`src/rtl/core_pkg.sv`:
```
// Shared definitions for the ALU issue/writeback slice: opcodes, ALU op
// encodings, the instruction field layout and default widths.
package core_pkg;

  localparam int unsigned DEF_DATA_W  = 8;
  localparam int unsigned DEF_REG_AW  = 4;
  localparam int unsigned DEF_INSTR_W = 16;

  // Instruction opcodes (instr[15:12])
  localparam logic [3:0] OP_NOP  = 4'b0000;
  localparam logic [3:0] OP_ADD  = 4'b0001;
  localparam logic [3:0] OP_ADDI = 4'b0010;

  // ALU operation encodings presented on aluOp
  localparam logic [3:0] ALUOP_NOP = 4'b0000;
  localparam logic [3:0] ALUOP_ADD = 4'b0001;

  // Instruction word layout: rs2 doubles as imm4 for ADDI
  typedef struct packed {
    logic [3:0] opcode;
    logic [3:0] rd;
    logic [3:0] rs1;
    logic [3:0] rs2;
  } instr_t;

endpackage : core_pkg

```
`src/rtl/operand_forward.sv`:
```
// Per-operand source select for the issue stage.
// Priority: r0 -> zero, then EX-stage result, then WB-stage data, then RF.
// Ports:
//   rs        : source register address being read
//   ex_we/ex_rd/ex_data : instruction currently in EX and its result
//   wb_we/wb_addr/wb_data : instruction currently in WB
//   rf_rdata  : register-file read data for rs
//   operand_c : selected operand (combinational)
module operand_forward
  import core_pkg::*;
#(
  parameter int unsigned DATA_W = DEF_DATA_W,
  parameter int unsigned REG_AW = DEF_REG_AW
) (
  input  logic [REG_AW-1:0] rs,
  input  logic              ex_we,
  input  logic [REG_AW-1:0] ex_rd,
  input  logic [DATA_W-1:0] ex_data,
  input  logic              wb_we,
  input  logic [REG_AW-1:0] wb_addr,
  input  logic [DATA_W-1:0] wb_data,
  input  logic [DATA_W-1:0] rf_rdata,
  output logic [DATA_W-1:0] operand_c
);

  // Nearest producer wins so a back-to-back dependency sees the newest value.
  always_comb begin
    operand_c = rf_rdata;
    if (rs == '0) begin
      operand_c = '0;
    end else if (ex_we && (ex_rd == rs)) begin
      operand_c = ex_data;
    end else if (wb_we && (wb_addr == rs)) begin
      operand_c = wb_data;
    end
  end

endmodule : operand_forward

```
`src/rtl/alu_issue_stage.sv`:
```
// Issue and writeback stage in front of the 8-bit ALU.
// Decodes instructions into aluOp/srcA/srcB (ID/EX register), forwards
// operands from EX and WB, and captures alu_result into the EX/WB register
// that drives the register-file write port. Supports stall and flush.
// Optional: define ALU_ISSUE_PERF_EN to add 16-bit saturating counters
// perf_issued / perf_bubbles and their output ports.
// Ports:
//   clk, rst            : clock, synchronous active-high reset
//   instr_valid, instr  : incoming instruction; instr_ready = accept this cycle
//   stall, flush        : hold both pipeline registers / drop the accepted instr
//   rf_raddr_a/b        : RF read addresses (combinational from instr)
//   rf_rdata_a/b        : RF read data
//   aluOp, srcA, srcB   : registered ALU request
//   alu_result          : ALU output for the current request
//   wb_we/wb_addr/wb_data : RF write port
//   illegal_op          : one-cycle pulse on an accepted undefined opcode
module alu_issue_stage
  import core_pkg::*;
#(
  parameter int unsigned DATA_W  = DEF_DATA_W,
  parameter int unsigned REG_AW  = DEF_REG_AW,
  parameter int unsigned INSTR_W = DEF_INSTR_W
) (
  input  logic               clk,
  input  logic               rst,
  input  logic               instr_valid,
  input  logic [INSTR_W-1:0] instr,
  output logic               instr_ready,
  input  logic               stall,
  input  logic               flush,
  output logic [REG_AW-1:0]  rf_raddr_a,
  output logic [REG_AW-1:0]  rf_raddr_b,
  input  logic [DATA_W-1:0]  rf_rdata_a,
  input  logic [DATA_W-1:0]  rf_rdata_b,
  output logic [3:0]         aluOp,
  output logic [DATA_W-1:0]  srcA,
  output logic [DATA_W-1:0]  srcB,
  input  logic [DATA_W-1:0]  alu_result,
  output logic               wb_we,
  output logic [REG_AW-1:0]  wb_addr,
  output logic [DATA_W-1:0]  wb_data,
`ifdef ALU_ISSUE_PERF_EN
  output logic [15:0]        perf_issued,
  output logic [15:0]        perf_bubbles,
`endif
  output logic               illegal_op
);

  instr_t fields;
  logic   accept;

  logic [3:0]        aluop_q,   aluop_d;
  logic [DATA_W-1:0] srca_q,    srca_d;
  logic [DATA_W-1:0] srcb_q,    srcb_d;
  logic              ex_we_q,   ex_we_d;
  logic [REG_AW-1:0] ex_rd_q,   ex_rd_d;
  logic              wb_we_q,   wb_we_d;
  logic [REG_AW-1:0] wb_addr_q, wb_addr_d;
  logic [DATA_W-1:0] wb_data_q, wb_data_d;
  logic              illegal_q, illegal_d;

  logic [DATA_W-1:0] opa_c;
  logic [DATA_W-1:0] opb_c;

  assign fields      = instr_t'(instr[15:0]);
  assign instr_ready = !stall && !rst;
  assign accept      = instr_valid && instr_ready;
  assign rf_raddr_a  = REG_AW'(fields.rs1);
  assign rf_raddr_b  = REG_AW'(fields.rs2);

  operand_forward #(.DATA_W(DATA_W), .REG_AW(REG_AW)) u_fwd_a (
    .rs        (rf_raddr_a),
    .ex_we     (ex_we_q),
    .ex_rd     (ex_rd_q),
    .ex_data   (alu_result),
    .wb_we     (wb_we_q),
    .wb_addr   (wb_addr_q),
    .wb_data   (wb_data_q),
    .rf_rdata  (rf_rdata_a),
    .operand_c (opa_c)
  );

  operand_forward #(.DATA_W(DATA_W), .REG_AW(REG_AW)) u_fwd_b (
    .rs        (rf_raddr_b),
    .ex_we     (ex_we_q),
    .ex_rd     (ex_rd_q),
    .ex_data   (alu_result),
    .wb_we     (wb_we_q),
    .wb_addr   (wb_addr_q),
    .wb_data   (wb_data_q),
    .rf_rdata  (rf_rdata_b),
    .operand_c (opb_c)
  );

  // Next state for ID/EX and EX/WB; everything holds while stalled.
  always_comb begin
    aluop_d   = aluop_q;
    srca_d    = srca_q;
    srcb_d    = srcb_q;
    ex_we_d   = ex_we_q;
    ex_rd_d   = ex_rd_q;
    wb_we_d   = wb_we_q;
    wb_addr_d = wb_addr_q;
    wb_data_d = wb_data_q;
    illegal_d = 1'b0;
    if (!stall) begin
      // Bubble unless a legal instruction is accepted and not flushed.
      aluop_d = ALUOP_NOP;
      srca_d  = '0;
      srcb_d  = '0;
      ex_we_d = 1'b0;
      ex_rd_d = '0;
      if (accept && !flush) begin
        case (fields.opcode)
          OP_NOP: ;
          OP_ADD: begin
            aluop_d = ALUOP_ADD;
            srca_d  = opa_c;
            srcb_d  = opb_c;
            ex_rd_d = REG_AW'(fields.rd);
            ex_we_d = (fields.rd != 4'd0);
          end
          OP_ADDI: begin
            aluop_d = ALUOP_ADD;
            srca_d  = opa_c;
            srcb_d  = DATA_W'(fields.rs2);
            ex_rd_d = REG_AW'(fields.rd);
            ex_we_d = (fields.rd != 4'd0);
          end
          default: illegal_d = 1'b1;
        endcase
      end
      wb_we_d   = ex_we_q;
      wb_addr_d = ex_rd_q;
      wb_data_d = alu_result;
    end
  end

  // Pipeline registers
  always_ff @(posedge clk) begin
    if (rst) begin
      aluop_q   <= ALUOP_NOP;
      srca_q    <= '0;
      srcb_q    <= '0;
      ex_we_q   <= 1'b0;
      ex_rd_q   <= '0;
      wb_we_q   <= 1'b0;
      wb_addr_q <= '0;
      wb_data_q <= '0;
      illegal_q <= 1'b0;
    end else begin
      aluop_q   <= aluop_d;
      srca_q    <= srca_d;
      srcb_q    <= srcb_d;
      ex_we_q   <= ex_we_d;
      ex_rd_q   <= ex_rd_d;
      wb_we_q   <= wb_we_d;
      wb_addr_q <= wb_addr_d;
      wb_data_q <= wb_data_d;
      illegal_q <= illegal_d;
    end
  end

  assign aluOp      = aluop_q;
  assign srcA       = srca_q;
  assign srcB       = srcb_q;
  assign wb_addr    = wb_addr_q;
  assign wb_data    = wb_data_q;
  assign illegal_op = illegal_q;
  // A held writeback must not repeat during stall; it fires on release.
  assign wb_we      = wb_we_q && !stall && !rst;

`ifdef ALU_ISSUE_PERF_EN
  logic [15:0] issued_q,  issued_d;
  logic [15:0] bubbles_q, bubbles_d;

  // Every non-stalled cycle exactly one of issue/bubble enters ID/EX.
  always_comb begin
    issued_d  = issued_q;
    bubbles_d = bubbles_q;
    if (!stall) begin
      if (aluop_d != ALUOP_NOP) begin
        if (issued_q != 16'hFFFF) issued_d = issued_q + 16'd1;
      end else begin
        if (bubbles_q != 16'hFFFF) bubbles_d = bubbles_q + 16'd1;
      end
    end
  end

  always_ff @(posedge clk) begin
    if (rst) begin
      issued_q  <= '0;
      bubbles_q <= '0;
    end else begin
      issued_q  <= issued_d;
      bubbles_q <= bubbles_d;
    end
  end

  assign perf_issued  = issued_q;
  assign perf_bubbles = bubbles_q;
`endif

endmodule : alu_issue_stage
```
`config.mk`:
```
export PLATFORM = sky130hd
export DESIGN_NAME = alu_issue_stage
export DESIGN_NICKNAME = d
export VERILOG_FILES = /design/src/rtl/core_pkg.sv /design/src/rtl/operand_forward.sv /design/src/rtl/alu_issue_stage.sv
export SDC_FILE = /design/constraint.sdc
export NUM_CORES = 1
export LEC_CHECK = 0
export ABC_AREA = 1
export BUFFER_PORTS_ARGS = -buffer_cell sky130_fd_sc_hd__buf_2
export CORE_UTILIZATION = 44
export DETAILED_ROUTE_END_ITERATION = 8
export GPL_TIMING_DRIVEN = 0
export MAX_ROUTING_LAYER = met4
export PLACE_DENSITY = 0.72
export SLEW_MARGIN = 0
export SYNTH_ARGS = -nofsm -noshare
export SYNTH_HDL_FRONTEND = slang
export SYNTH_SLANG_ARGS = --single-unit
```
`constraint.sdc`:
```
create_clock -name clk -period 1.8 [get_ports clk]
set_input_delay 0.27 -clock clk [delete_from_list [all_inputs] [get_ports clk]]
set_output_delay 0.27 -clock clk [all_outputs]
set_load 0.01 [all_outputs]
```
======== Word level (Yosys, flattened, before mapping) ========
Cells that the tools add are included.
operators by class
  muxes and demuxes ....................... 17
  reductions and logical operators ........ 19
  eq/ne operators ......................... 6
  bitwise logic cells ..................... 1
operator list
  operator                                                         number
  8-bit two-way mux                                                9
  4-bit == test                                                    4
  8-bit case mux with 2 select lines                               1
  4-bit logical NOT                                                3
  1-bit logical AND                                                9
  4-bit two-way mux                                                2
  3-bit OR reduction                                               2
  1-bit two-way mux                                                5
  4-bit by 1-bit == test with 1-bit output, second input constant  1
  4-bit by 2-bit == test with 1-bit output, second input constant  1
  4-bit nonzero test                                               1
  1-bit logical NOT                                                3
  2-bit OR reduction                                               1
  1-bit NOT                                                        1
storage, ports and cells
  bits of input ports ..................... 45
  output and inout bits ................... 43
  logic and storage cells ................. 52
  flip-flop bits (word level) ............. 39

======== Depth between registers and ports, before layout ========
Gate-level depths: netlist (run 1).
  depth after elaboration ................. 7
  mapped depth ............................ 12
  gate-level depth less buffers ........... 11

======== By module ========
Synthesis (run 1) repeated with hierarchy kept, for this count alone.
second synthesis, totals
  cells, all modules ...................... 387
  area total of the unflattened synthesis .. 2508.7 um^2
by module, submodules not included
  module           times used  area an instance (um^2)  cells an instance  seq. area each (um^2)
  alu_issue_stage  1           1577.8                   199                720.7
  operand_forward  2           465.4                    94                 0.0

======== Worst setup path before layout (run 1) ========
No wires, ideal clock.
  kind .................................... register to register
  from .................................... register wb_addr_q[0] (netlist: wb_addr[0])
  to ...................................... register srcb_q[2] (netlist: srcB[2])
  data required time ...................... 1.668 ns
  arrival time ............................ 1.270 ns
  buffers on the path ..................... 1
  period minus slack after synthesis ...... 1.402 ns
  path slack .............................. 0.398 ns
  setup time .............................. 0.132 ns
  cell stages (with the launch flop) ...... 13
  cell sequence ........................... dfxtp_1 inv_1 nand2_1 nand2_1 nor2_2 nand3_2 buf_6 nand2_1 nand3_1 nand2_1 nand2_1 nand2_1 a21oi_1
between the ends
  word-level cells in the longest chain between the ends .. 7
ends and longest elaborated chain
  item                                RTL line                RTL
  from (decl)                         alu_issue_stage.sv:58   logic [REG_AW-1:0] wb_addr_q, wb_addr_d;
  from (signal assigned)              alu_issue_stage.sv:158  wb_addr_q <= wb_addr_d;
  4-bit == test                       operand_forward.sv:33   end else if (wb_we && (wb_addr == rs)) begin
  1-bit logical AND                   operand_forward.sv:33
  8-bit two-way mux                   operand_forward.sv:33
  8-bit two-way mux                   operand_forward.sv:31   end else if (ex_we && (ex_rd == rs)) begin
  8-bit two-way mux                   operand_forward.sv:29   if (rs == '0) begin
  8-bit case mux with 2 select lines  alu_issue_stage.sv:114  case (fields.opcode)
  8-bit two-way mux                   alu_issue_stage.sv:113  if (accept && !flush) begin
  to (signal assigned)                alu_issue_stage.sv:154  srcb_q <= srcb_d;
  to (decl)                           alu_issue_stage.sv:54   logic [DATA_W-1:0] srcb_q, srcb_d;
No other way between the ends.
A chain may end at the register's enable or synchronous reset.

======== Worst setup path in the final report (run 1) ========
  from .................................... register ex_rd_q[1]
  to ...................................... register srca_q[0] (netlist: srcA[0])
between the ends
  word-level cells in the longest chain between the ends .. 6
ends and longest elaborated chain
  item                    RTL line                RTL
  from (decl)             alu_issue_stage.sv:56   logic [REG_AW-1:0] ex_rd_q, ex_rd_d;
  from (signal assigned)  alu_issue_stage.sv:156  ex_rd_q <= ex_rd_d;
  4-bit == test           operand_forward.sv:31
  1-bit logical AND       operand_forward.sv:31
  8-bit two-way mux       operand_forward.sv:31
  8-bit two-way mux       operand_forward.sv:29
  8-bit two-way mux       alu_issue_stage.sv:114
  8-bit two-way mux       alu_issue_stage.sv:113
  to (signal assigned)    alu_issue_stage.sv:153  srca_q <= srca_d;
  to (decl)               alu_issue_stage.sv:53   logic [DATA_W-1:0] srca_q, srca_d;
No other way between the ends.

==> out/qor.yml, run 1 <==
status: "finished clean"
ys_seq_elements: 36
comb_power_share_pct: 17.0
drcViolationCount: 0
cts_tree: "done"
dp.final_hpwl_um: 4770
fp.dieW_um: 71.8
p_sw_mw: 0.498
drive_gt1_share_pct: 29.3
die_y_um: 71.8
power.density_nw_per_um2: 651
critical-path-top-delay-family: "simple AND/OR/NAND/NOR gates"
critPathBufInv: 1
n_antenna_cell: 0
sw_frac_of_total_pct: 28.1
grt_max_degree: 11
max_slew_margin_pct: 61.6
required_ns: 1.96
worstPathCellList: "inv_1, nand2_1, nand2_1, nor4_2, a21oi_1, nand2_1, a21oi_1"
clk_pin_slew_ns: 0.07
dpl_cell_area_um2: 2630
ant_nets: 0
wl_per_cell_um: 13.0
num-fill-cells: 493
grt_pass1_vias: 2119
ios: 88
maxCapViolations: 0
seq_power_share_pct: 47.1
first_pass_iters: 7
setup_ws_ns: 0.154
synthCells: 332
grt_setup_unrepaired: "false"
dieArea_um2: 5150
pre_cts_ws_ns: 0.173
p_leak_nw: 1.36
hold_buffers: 0
crit_fanout: 5
period_minus_slack_ns: 1.65
fin_area_um2: 2730
cts_root_buf: "clkbuf_8"
cp-end-kind: "flip-flop"
synth.avg_cell_area_um2: 6.45
cts_resized: 0
wl_um: 6200
fin_setup_tns_ns: 0
core-area_um2: 4690
cts_setup_buffers: 0
internal_power_mw: 1.28
crit_slowest_cell: "nor4_2"
power_frac_clock_pct: 35.9
syn_area_um2: 2140
post-route-period-util_pct: 91.5
io_buffers: 82
htree_levels: 2
synth-seq-area-share_pct: 33.6
grt_overflow: 0
hold_viol: 0
skew_ns: 0.00447
arrival_ns: 1.80
fmax_ghz: 0.607
tightest_slew_ns: 0.577
nets: 468
cts_made_buffers: 5
setup_viol: 0
fp-row-count: 25
hp-class: "in2reg"
dr.first_iter.drc_count: 163
yosysUniqueCellTypes: 31
gp_congestion: 0.933
cpPeakStageDelay_ns: 0.52
worstSetupStartpointType: "flip-flop"
grt_pass1_wl_um: 9880
clockBufferDepth: 2
crit_type: "reg2reg"
cts.sinks: 36
insertion_delay_ns: 0.29
ir_worst_vdd_mv: 0.350
route.vias.total: 2447
track_usage_pct: 25.5
worst_path_most_repeated_cell: "nand2_1"
slew_viol_final: 0
routed_via_density: 5.13
antenna_found_initial: 0
initial_core_util_pct: 45.7
yosys_warnings: 0
area_growth_pct: 27.4
r2r_setup_slack_ns: 0.15
==> per-layer routing <==
metal / global-route usage, % / vias up / routed length [um]
li1: - / 1246 / -
met1: 32.8 / 1103 / 2900
met2: 40.9 / 88 / 2880
met3: 3.38 / 10 / 327
met4: 9.80 / 0 / 87
met5: - / - / 0
==> cells by family (layout without fill, tap and decap cells) <==
logic type | count (synthesis) | in the layout | synth area share [%]
buf+inv | 57 | 146 | 13.2
flops | 36 | 36 | 33.6
compound gates | 57 | 57 | 15.7
xor+xnor | 2 | 2 | 0.818
other cells | 1 | 3 | 0.175
simple gates | 179 | 179 | 36.5
==> state kept, by name, summed over array words and instances, names as in the netlist <==
signal,count
ex_we_q,1
ex_rd_q,4
illegal_op,1
wb_we_q,1
srcA,8
wb_data,8
aluOp,1
srcB,8
wb_addr,4
==> stage by stage <==
step	hold WS (ns)	util [%]	std cells	power [mW]
finish	0.234	58.2	477	1.78
detailed placement	0.455	56.0	470	1.15
global route	0.266	58.2	477	1.84
CTS	0.244	58.1	477	1.77
floorplan	0.409	-	334	1.02
global placement	0.449	56.0	470	1.15
==> final timing paths <==
kind | startpoint | cells past startpoint | to
max | ex_rd_q[1]$_SDFFE_PP0N_ | 7 | srcA[0]$_SDFFE_PP0N_
min | instr[8] | 3 | ex_rd_q[0]$_SDFFE_PP0N_
max reg2reg | ex_rd_q[1]$_SDFFE_PP0N_ | 7 | srcA[0]$_SDFFE_PP0N_
min reg2reg | srcA[3]$_SDFFE_PP0N_ | 2 | srcA[3]$_SDFFE_PP0N_
==> Yosys cell counts, drive strengths merged <==
library cell,n,area (um^2)
o22ai,2,12.5
conb,1,3.75
inv,32,120
clkbuf,7,26.3
nand4,14,87.6
clkinv,2,8.75
nand3,18,100
xnor2,1,8.76
buf,16,128
o21ai,11,58.8
dfxtp,36,721
a31oi,1,6.26
a211oi,13,97.6
nor4,1,12.5
nand2,98,370
o31ai,1,7.51
a21oi,29,153
nor2,45,191
xor2,1,8.76
nor3,3,20.0
==> cell type report <==
cell class,instances,area [um^2],share of cell area (%)
Multi-Input combinational cell,241,1150,42.2
Sequential cell,36,721,26.4
Timing Repair Buffer,82,410,15.0
Buffer,23,154,5.64
Inverter,34,129,4.72
Clock buffer,7,96.3,3.53
Tap cell,54,67.6,2.48
==> placed cells by master (no fill, tap or decap), types with 2 or more instances in the layout <==
master     n
o21ai_1    9
a211oi_1  13
inv_1     27
conb_1     3
a21oi_1   27
buf_6      2
nand2_1   97
a21oi_2    2
nor3_1     2
o22ai_1    2
nor2_1    40
nor2_4     3
clkbuf_8   7
buf_4     14
inv_2      5
nor2_2     2
nand3_2    2
dfxtp_1   36
clkbuf_1   7
nand4_1   14
nand3_1   16
buf_2     82
==> worst reg2reg max path, stage by stage, from the launching register on <==
cell and delay, ns:
dfxtp_1 0.43, inv_1 0.09, nand2_1 0.09, nand2_1 0.07, nor4_2 0.52, a21oi_1 0.16
nand2_1 0.09, a21oi_1 0.05
==> power by group through the flow <==
stage,sequential (mW),combinational (mW),clock (mW)
floorplan,0.858,0.165,0
global placement,0.854,0.294,0
detailed placement,0.854,0.297,0
CTS,0.836,0.299,0.637
global route,0.839,0.333,0.671
finish,0.837,0.301,0.637
Note: power is estimated with default switching activity, not from simulation.
==> run 2: changes to the inputs <==
CORE_ASPECT_RATIO = 2   (was not set)
==> out/qor.yml, run 2 (same netlist as run 1, synthesis figures left out) <==
die_y_um: 101  # +40%
skew_ns: 0.00518  # +0.000706 ns
hold_buffers: 0  # unchanged
p_leak_nw: 1.36  # about the same
final_cell_mix: "nand2_1, buf_2, nor2_1, dfxtp_1"
slew_viol_final: 0  # unchanged
nets: 468  # unchanged
ir_worst_vdd_mv: 0.507  # +45%
power_frac_clock_pct: 34.6  # -1.3 points
insertion_delay_ns: 0.29  # about the same
fmax_ghz: 0.615  # +1.2%
fp.dieW_um: 51.3  # -28%
cts_root_buf: "clkbuf_8"
cts_tree: "done"
dieArea_um2: 5170  # +0.32%
ios: 88  # unchanged
maxCapViolations: 0  # unchanged
wl_per_cell_um: 13.2  # +1.4%
cts.sinks: 36  # unchanged
grt_pass1_vias: 2290  # +8.1%
min_to: "ex_rd_q[3]$_SDFFE_PP0N_"
routed_via_density: 5.11  # -0.34%
setup_ws_ns: 0.174  # +0.0200 ns
status: "finished clean"
drive_gt1_share_pct: 29.5  # +0.17 points
area_growth_pct: 27.0
ant_nets: 0  # unchanged
dr.first_iter.drc_count: 73  # -55%
antenna_found_initial: 0  # unchanged
r2r_setup_slack_ns: 0.17  # +0.02 ns
final_common_cell: "nand2_1"
p_sw_mw: 0.498  # about the same
wl_um: 6310  # +1.8%
setup_viol: 0  # unchanged
grt_overflow: 0  # unchanged
crit_fanout: 5  # unchanged
pre_cts_ws_ns: 0.172  # -0.00101 ns
r2r_end: "srcA[4]$_SDFFE_PP0N_"
cts_resized: 0  # unchanged
n_antenna_cell: 0  # unchanged
hp-class: "in2reg"
worstSetupStartpointType: "flip-flop"
required_ns: 1.96  # about the same
fin_setup_tns_ns: 0  # unchanged
sw_frac_of_total_pct: 28.6  # +0.58 points
grt_max_degree: 12  # +1
whs_path_depth: 3  # unchanged
fp-row-count: 35  # +40%
post-route-period-util_pct: 90.3  # -1.1 points
clockBufferDepth: 2  # unchanged
hold_viol: 0  # unchanged
track_usage_pct: 26.8  # +1.3 points
cp-end-kind: "flip-flop"
fin_area_um2: 2720  # -0.28%
initial_core_util_pct: 46.1  # +0.49 points
clk_pin_slew_ns: 0.07  # about the same
first_pass_iters: 4  # -3
drcViolationCount: 0  # unchanged
tightest_slew_ns: 0.594  # +0.0175 ns
route.vias.total: 2449  # +0.082%
grt_setup_unrepaired: "false"
r2r_start: "ex_rd_q[1]$_SDFFE_PP0N_"
power.density_nw_per_um2: 639  # -1.8%
dp.final_hpwl_um: 5150  # +8.0%
grt_pass1_wl_um: 10200  # +3.3%
rr_worst_depth: 7  # unchanged
arrival_ns: 1.79  # about the same
min_from: "instr[11]"
dpl_cell_area_um2: 2630  # about the same
crit_type: "reg2reg"
internal_power_mw: 1.24  # -2.8%
cts_setup_buffers: 0  # unchanged
comb_power_share_pct: 17.3  # +0.3 points
gp_congestion: 0.924  # -0.88%
seq_power_share_pct: 48.1  # +1.0 points
core-area_um2: 4640  # -1.1%
htree_levels: 2  # unchanged
io_buffers: 82  # unchanged
period_minus_slack_ns: 1.63  # -0.0200 ns
max_slew_margin_pct: 60.1  # -1.5 points
cts_made_buffers: 5  # unchanged
run 2: changes by cell type in the layout (fill, tap and decap cells not counted), sizes merged:
cell / before / now
clkbuf: 14 / 13
clkinv: 2 / 4
run 2: final cells by class:
cell class	count	area, um^2
fill	507	1920
buffer	23	154
sequential	36	721
multi-input combinational	241	1150
timing repair buffer	82	410
inverter	34	129
clock buffer	6	82.6
clock inverter	2	10.0
tap	55	68.8
run 2: worst max-delay path, stage by stage (launching register included):
cell     delay [ns]
dfxtp_1        0.41
inv_1          0.09
nand2_1        0.09
nand2_1        0.06
nor4_2         0.55
a21oi_1        0.15
nand2_1        0.09
a21oi_1        0.06
run 2: through the flow:
stage               hold slack [ns]  cells  utilization, %  power [mW]
floorplan                     0.409    334               -        1.02
global placement              0.450    471            56.6        1.15
detailed placement            0.454    471            56.6        1.15
CTS                           0.232    479            58.6        1.74
global route                  0.241    479            58.6        1.82
finish                        0.232    479            58.6        1.74
run 2: how the worst max path moves through the flow:
| stage | endpoint | cells past startpoint | slack (ns) | start |
|---|---|---|---|---|
| after global routing | srcA[4]$_SDFFE_PP0N_ | 7 | 0.02 | ex_rd_q[1]$_SDFFE_PP0N_ |
| after CTS | srcA[6]$_SDFFE_PP0N_ | 8 | 0.19 | wb_addr[3]$_SDFFE_PP0N_ |
| after floorplan | srcB[2]$_SDFFE_PP0N_ | 12 | 0.40 | wb_addr[0]$_SDFFE_PP0N_ |
| after global placement | srcA[5]$_SDFFE_PP0N_ | 9 | 0.20 | instr[7] |
| after detailed placement | srcA[1]$_SDFFE_PP0N_ | 9 | 0.17 | instr[7] |
| final | srcA[4]$_SDFFE_PP0N_ | 7 | 0.17 | ex_rd_q[1]$_SDFFE_PP0N_ |
run 2: power by group through the flow:
stage	Combinational (mW)	Sequential, mW	Clock [mW]
global route	0.335	0.839	0.643
detailed placement	0.300	0.855	0
global placement	0.296	0.855	0
finish	0.301	0.837	0.601
CTS	0.301	0.837	0.605
floorplan	0.165	0.858	0
run 2: routing by layer:
layer  up-vias  GRT usage (%)  share of wire, %
li1       1247              -                 -
met1      1101           25.8                37
met2        85           49.3                55
met3        16           4.98               5.3
met4         0           13.1               2.9
met5         -              -                 0
